[config.mk]
export PLATFORM = sky130hd
export DESIGN_NAME = btn_input_stage
export DESIGN_NICKNAME = d
export VERILOG_FILES = /design/src/rtl/btn_input_stage.sv
export SDC_FILE = /design/constraint.sdc
export NUM_CORES = 1
export LEC_CHECK = 0
export CAP_MARGIN = 0
export CELL_PAD_IN_SITES_DETAIL_PLACEMENT = 1
export CELL_PAD_IN_SITES_GLOBAL_PLACEMENT = 1
export CORE_ASPECT_RATIO = 1.2
export CORE_MARGIN = 8
export CORE_UTILIZATION = 44
export CTS_CLUSTER_SIZE = 24
export DETAILED_ROUTE_END_ITERATION = 6
export HOLD_SLACK_MARGIN = 0.1
export PLACE_DENSITY = 0.9
export SYNTH_ARGS = -nofsm -noshare
export SYNTH_HDL_FRONTEND = slang
export SYNTH_SLANG_ARGS = --single-unit
[constraint.sdc]
create_clock -name clk -period 3.1 [get_ports clk]
set_input_delay 0.465 -clock clk [delete_from_list [all_inputs] [get_ports clk]]
set_output_delay 0.465 -clock clk [all_outputs]
set_load 0.01 [all_outputs]
[src/rtl/btn_input_stage.sv]
// -----------------------------------------------------------------------------
// btn_input_stage
//
// Front end for the one-by-one operand loader. It synchronizes a bouncy push
// button and a 16-bit slide-switch word into the clk domain. It then debounces
// the button with a four-state FSM. On each qualified press it issues a single
// strobe and captures the switch word.
//
// Parameters
//   DEBOUNCE_CYCLES : number of consecutive stable synchronized samples that
//                     qualify a press or a release (2 .. 2^20)
//
// Ports
//   clk       in   1  system clock, all state updates on the rising edge
//   rst       in   1  synchronous, active-high reset
//   in_raw    in  16  raw slide-switch word, asynchronous to clk
//   btn_raw   in   1  raw push-button level, asynchronous and bouncy
//   data_out  out 16  switch word captured on the qualified press
//   btn_pulse out  1  one-cycle strobe per qualified press
//   held      out  1  high from a qualified press until a qualified release
// -----------------------------------------------------------------------------
module btn_input_stage #(
  parameter int unsigned DEBOUNCE_CYCLES = 4
) (
  input  logic        clk,
  input  logic        rst,
  input  logic [15:0] in_raw,
  input  logic        btn_raw,
  output logic [15:0] data_out,
  output logic        btn_pulse,
  output logic        held
);

  // Terminal count: a press or release qualifies when the counter reaches it
  // while the synchronized level is still stable.
  localparam logic [19:0] CNT_MAX = 20'(DEBOUNCE_CYCLES - 1);

  typedef enum logic [1:0] {
    IDLE      = 2'd0,
    PRESS_CNT = 2'd1,
    HELD      = 2'd2,
    REL_CNT   = 2'd3
  } state_t;

  logic        btn_meta_q;
  logic        btn_s;
  logic [15:0] sw_meta_q;
  logic [15:0] sw_s;

  state_t      state_q;
  logic [19:0] cnt_q;
  logic [15:0] data_q;
  logic        btn_pulse_q;
  logic        held_q;

  // Two-flop synchronizers for the button and every switch bit
  always_ff @(posedge clk) begin
    if (rst) begin
      btn_meta_q <= 1'b0;
      btn_s      <= 1'b0;
      sw_meta_q  <= 16'h0000;
      sw_s       <= 16'h0000;
    end else begin
      btn_meta_q <= btn_raw;
      btn_s      <= btn_meta_q;
      sw_meta_q  <= in_raw;
      sw_s       <= sw_meta_q;
    end
  end

  // Debounce FSM with registered strobe, capture register and held flag
  always_ff @(posedge clk) begin
    if (rst) begin
      state_q     <= IDLE;
      cnt_q       <= 20'd0;
      data_q      <= 16'h0000;
      btn_pulse_q <= 1'b0;
      held_q      <= 1'b0;
    end else begin
      // The strobe is high for exactly one cycle after the qualifying edge.
      btn_pulse_q <= 1'b0;
      case (state_q)
        IDLE: begin
          if (btn_s) begin
            state_q <= PRESS_CNT;
            cnt_q   <= 20'd0;
          end else begin
            state_q <= IDLE;
          end
        end
        PRESS_CNT: begin
          if (!btn_s) begin
            // Bounce during the press window: drop it silently.
            state_q <= IDLE;
          end else if (cnt_q == CNT_MAX) begin
            state_q     <= HELD;
            held_q      <= 1'b1;
            btn_pulse_q <= 1'b1;
            data_q      <= sw_s;
          end else begin
            cnt_q <= cnt_q + 20'd1;
          end
        end
        HELD: begin
          if (!btn_s) begin
            state_q <= REL_CNT;
            cnt_q   <= 20'd0;
          end else begin
            state_q <= HELD;
          end
        end
        REL_CNT: begin
          if (btn_s) begin
            // Release bounce: back to HELD, no new strobe.
            state_q <= HELD;
          end else if (cnt_q == CNT_MAX) begin
            state_q <= IDLE;
            held_q  <= 1'b0;
          end else begin
            cnt_q <= cnt_q + 20'd1;
          end
        end
        default: begin
          state_q <= IDLE;
          cnt_q   <= 20'd0;
          held_q  <= 1'b0;
        end
      endcase
    end
  end

  assign data_out  = data_q;
  assign btn_pulse = btn_pulse_q;
  assign held      = held_q;

endmodule

* Yosys cells after proc, flatten, opt, wreduce, memory -nomap -nowiden
Index checks and enable logic that the tools add are counted.
** Word-level totals
- Register bits after elaboration :: 74
- Input bits :: 19
** Operators by class
- Add/subtract/negate cells :: 1
- Eq/ne operators :: 12
- Muxes and demuxes :: 19
- Bitwise logic cells :: 2
- Reduce and logical (&&, ||, !) cells :: 7
** Operator list (number)
- 20-bit two-way mux :: 5
- 20-bit case mux with 4 select lines :: 1
- 20-bit by 1-bit adder with 20-bit output (second input constant) :: 1
- 20-bit by 2-bit == test with 1-bit output (second input constant) :: 1
- 2-bit inequality test (second input constant) :: 6
- 2-bit two-way mux :: 4
- 2-bit case mux with 4 select lines :: 1
- 1-bit two-way mux :: 7
- 3-bit inequality test (second input constant) :: 2
- 5-bit AND reduction :: 1
- 2-bit == test (second input constant) :: 2
- 4-bit AND reduction :: 1
- 3-bit AND reduction :: 1
- 3-bit OR reduction :: 1
- 2-bit by 1-bit == test with 1-bit output (second input constant) :: 1
- 2-bit zero test :: 1
- 1-bit NOT :: 2
- 1-bit case mux with 2 select lines :: 1
- 2-bit AND reduction :: 1
- 2-bit nonzero test :: 1

* Longest topological paths before layout
- Depth after elaboration :: 4
- Gate-level depth with buffers :: 7
- Depth with buffers taken out :: 6

* Least setup slack after synthesis
No wires, ideal clock.
- Path type :: register to register
- From :: reg cnt_q[8]
- To :: reg data_q[6], in the netlist data_out[6]
- Arrival :: 1.599 ns
- Data required time :: 2.972 ns
- Slack :: 1.374 ns
- Stages on the path, launching flop included :: 8
- Path buffers :: 2
- Period minus slack after synthesis :: 1.726 ns
- Path through :: dfxtp_1 -> nor4_1 -> nand3_2 -> nor4_2 -> buf_6 -> buf_12 -> mux2i_1 -> nor2_1
** On the way
- Longest elaborated chain between the ends :: 2
** RTL lines
- start, declared :: RTL line 51 : logic [19:0] cnt_q;
- start signal, assigned :: RTL line 101 : cnt_q <= cnt_q + 20'd1;
- start signal, assigned :: RTL line 120 : cnt_q <= cnt_q + 20'd1;
- 20-bit by 2-bit == test with 1-bit output :: RTL line 95 : end else if (cnt_q == CNT_MAX) begin
- 3-bit AND reduction (no source line)
- end signal, assigned :: RTL line 99 : data_q <= sw_s;
- end, declared :: RTL line 52 : logic [15:0] data_q;
No other way between the ends.
A chain may end at the register's enable or synchronous reset.

* Final worst setup path
- From :: reg cnt_q[11]
- To :: reg data_q[8], in the netlist data_out[8]
The elaborated chain is that of the path after synthesis.

==> Implementation_results.wiki <==
{| class="wikitable"
! Metric !! Value
|-
| Result of the run || complete, no violations
|-
| Final Net Count || 313
|-
| Library cell contributing the largest single delay on the critical path || dfxtp_1
|-
| Number of warnings issued by yosys || 0
|-
| Worst hold-check path type || reg2reg
|-
| Total grt overflow || 0
|-
| Number of I/O pins || 37
|-
| Critical register-to-register path startpoint || cnt_q[11]$_SDFFE_PP0P_
|-
| Post-Synthesis Net Count || about 280
|-
| Post-synthesis async set-or-reset flop share || 0%
|-
| Maximum cell stage delay along the critical path || around 380 ps
|-
| Final Wtd Congestion || 0.748
|-
| Number of clock sinks || 74
|-
| Path type of the worst setup path || reg2reg
|-
| First-pass iteration count of the detailed router || 4
|-
| Worst vdd rail ir drop || 0.517 mV
|-
| Remaining routing DRC violations || 0
|-
| Combined global-route utilization of all metal layers || approximately 16%
|-
| Synthesized cell area || roughly 2600 µm²
|-
| Worst-case setup slack after placement || about 1000 ps
|-
| Placement row count || 30
|-
| Post-CTS Setup Inserts || 0
|-
| Primary flip-flop cell chosen by synthesis mapping || dfxtp_1
|-
| Arrival time of data at the critical path endpoint || 2300 ps
|-
| N_diodes || 0
|-
| Commonest cells post-synth || dfxtp_1, nor2_1, nor2b_1
|-
| Cell taking the most area after synthesis || dfxtp_1
|-
| Cell with the most instances after synthesis || dfxtp_1
|-
| Combinational cell fraction of total power || under 10%
|-
| Total half-perimeter wirelength after legalization and detailed placement || 3860 µm
|-
| CTS tree || built
|-
| Last element of the critical path || data_out[8]$_SDFFE_PP0P_
|-
| Maximum achievable frequency || 480 MHz
|-
| Cells taking the most area after synthesis || dfxtp_1, nor2b_1, mux2i_1, nor2_1, xor2_1
|-
| Critical path startpoint || cnt_q[11]$_SDFFE_PP0P_
|-
| Routed vias || approximately 1,900
|-
| Critical path capture point type || flip-flop
|-
| Worst Hold Depth || 1
|-
| Setup tns final || 0 ps
|-
| Number of DRC markers in iteration 0 || between 50 and 60
|-
| Cells along the critical path || nor4_2, nand3_2, nor4_4, buf_4, mux2i_1, nor2_1
|-
| Total Die Area || a little under 9000 µm²
|-
| Startpoint type of the worst setup path || flip-flop
|-
| Max-Slew Margin vs Limit || 60.2%
|-
| Largest net degree at the start of global routing || 57
|-
| Initial cell density of the core || ~46%
|-
| Design internal power || 0.00138 W
|-
| WL final || between 6000 and 7000 µm
|-
| Die Ht || roughly 100 µm
|-
| Sw Pwr || around 0.00041 W
|-
| First-pass GRT wire length || between 10,000 and 15,000 µm
|-
| Hold Fails Final Rpt || 0
|-
| Port Buffer Count || 36
|-
| Portion of the clock cycle consumed by the worst path in the final layout || approximately two thirds
|-
| Average vias per placed instance || a little under 5
|-
| CTS H-Tree Depth || 3
|-
| Flop-to-flop setup slack || 1020 ps
|-
| Sequential fraction of the synthesis area || between 50% and 60%
|-
| Post-cts repair resize count || 0
|-
| Top cell type's share of synthesized area || 56.9%
|-
| Setup violation total in the final timing report || 0
|-
| Post-CTS Hold Buffers || 0
|-
| Fraction of power consumed by the clock network || 41.4%
|-
| Die extent in x || approximately 86 µm
|-
| Synthesized flop and latch total || 74
|-
| Vias in the first global route || between 2,000 and 2,500
|-
| CORE AREA || 5710 µm²
|-
| Post-synthesis area per instance || approximately 10 µm²
|-
| End of the worst register-to-register path || data_out[8]$_SDFFE_PP0P_
|-
| Clk Tree Root Cell || clkbuf_8
|-
| Number of library cell types mapped by synthesis || 31
|-
| Number of max-cap violations || 0
|-
| Worst Skew || ~7.1 ps
|-
| Max Root-Sink Buffers || 2
|-
| Net switching share of the total power || between 20% and 30%
|-
| Layout cell share with drive strength beyond 1 || 8.08%
|-
| Leakage power of the design || roughly 1.1 nW
|-
| Clock-pin slew of the registers on the worst-case setup and hold paths || 80 ps
|-
| Setup slack of the critical path after layout || ~1000 ps
|-
| Minimum clock period || roughly 2100 ps
|-
| Maximum fanout along the worst path || 17
|-
| Sequential share of power || 55.0%
|-
| Required time at the worst-slack endpoint || between 3000 and 4000 ps
|-
| Unrepaired setup endpoints after global routing || false
|-
| Final slew viol count || 0
|-
| ANT nets after route || 0
|-
| Number of enable flip-flop cells after synthesis || 0
|-
| Power per cell area || between 500 and 600 nW/µm²
|-
| Actual slew at the worst max-slew pin || 597 ps
|-
| Syn-to-layout area delta || 23.1%
|-
| WL/cell || 16.3 µm
|-
| Number of buffers created by CTS || 9
|-
| R2R cell count || 6
|-
| Clk_lat worst skew || ~350 ps
|-
| Antenna violations before repair || 0
|-
| Syn Inst Count || 256
|}
[through the flow]
step / utilization, % / cell area (µm²) / total power, W / hold slack (ps) / std cells
2_1_floorplan: - / 2600 / 0.00103 / 414 / 256
3_3_place_gp: 52.8 / 3010 / 0.00106 / 417 / 362
3_5_place_dp: 52.8 / 3010 / 0.00106 / 433 / 362
4_1_cts: 56.1 / 3200 / 0.00180 / 453 / 377
5_1_grt: 56.1 / 3200 / 0.00185 / 463 / 377
6_report: 56.1 / 3200 / 0.00178 / 450 / 377
[placed cells by master (no fill, tap or decap), drive strengths merged]
master,Yosys,layout
and3,5,5
a21o,1,1
xnor2,4,4
clkdlybuf4s50,0,35
o21ai,5,5
nor2,39,39
nand3,7,7
and4,1,1
clkinv,0,2
ha,1,1
nor4,8,8
a2bb2oi,1,1
a21oi,5,5
mux2i,16,16
inv,6,7
buf,3,3
clkinvlp,0,2
clkbuf,9,9
o211ai,1,1
bufinv,0,1
xor2,13,13
a31oi,1,1
or2,1,1
nand2,9,9
or3,2,2
dfxtp,74,74
o21a,1,1
nor2b,35,35
nand4,8,8
[area by class of cell]
class                      count  area, µm²
tap                           80        100
clock buffer                   9        124
multi-input combinational    164       1040
fill                         624       2500
sequential                    74       1480
inverter                       6       22.5
clock inverter                 6       67.6
timing repair buffer          38        370
[flip-flops by register name, indices dropped and copies added (netlist names), named ones only]
signal,flops
btn_meta_q,1
btn_pulse,1
btn_s,1
cnt_q,20
data_out,16
held,1
state_q,1
sw_meta_q,16
sw_s,16
[worst min path at each step]
| stage | startpoint | endpoint | slack (ps) |
|---|---|---|---|
| finish | sw_meta_q[12]$_SDFF_PP0_ | sw_s[12]$_SDFF_PP0_ | 450 |
| global route | sw_meta_q[8]$_SDFF_PP0_ | sw_s[8]$_SDFF_PP0_ | 460 |
| CTS | sw_meta_q[15]$_SDFF_PP0_ | sw_s[15]$_SDFF_PP0_ | 450 |
| detailed placement | sw_meta_q[11]$_SDFF_PP0_ | sw_s[11]$_SDFF_PP0_ | 430 |
| global placement | sw_meta_q[13]$_SDFF_PP0_ | sw_s[13]$_SDFF_PP0_ | 420 |
| floorplan | btn_meta_q$_SDFF_PP0_ | btn_s$_SDFF_PP0_ | 410 |
[per-layer routing]
layer | part of all wire [%] | routed length, µm | track usage (%) | vias up
met5 | 0 | 0 | 0 | -
met4 | 4.2 | 256 | 10.4 | 0
met3 | 4.2 | 255 | 5.15 | 20
met2 | 50 | 3050 | 26.2 | 46
met1 | 42 | 2580 | 16.0 | 879
li1 | - | - | - | 918
[power groups by stage]
stage	combinational [W]	sequential (W)	clock (W)
2_1_floorplan	0.0000320	0.000999	0
3_3_place_gp	0.0000606	0.00100	0
3_5_place_dp	0.0000630	0.00100	0
4_1_cts	0.0000650	0.000980	0.000756
5_1_grt	0.0000700	0.000982	0.000798
6_report	0.0000637	0.000980	0.000739
[cell families (layout without fill, tap and decap cells)]
logic type	Yosys count	count (layout)	synth area share (%)
buffers and inverters	18	59	3.56
muxes	16	16	6.15
xor gates and xnor gates	17	17	6.01
adders and majority gates	1	1	0.481
DFF	74	74	56.9
AOI/OAI and AO/OA	15	15	3.37
and+or+nand+nor	115	115	23.5
[worst max-delay path, delay by kind of cell (launching register included)]
family,cells,cell delay (ps)
buffers and inverters,1,320
flip-flops,1,380
multiplexers,1,270
AND/OR/NAND/NOR,4,960
(Power assumes the default switching activity.)
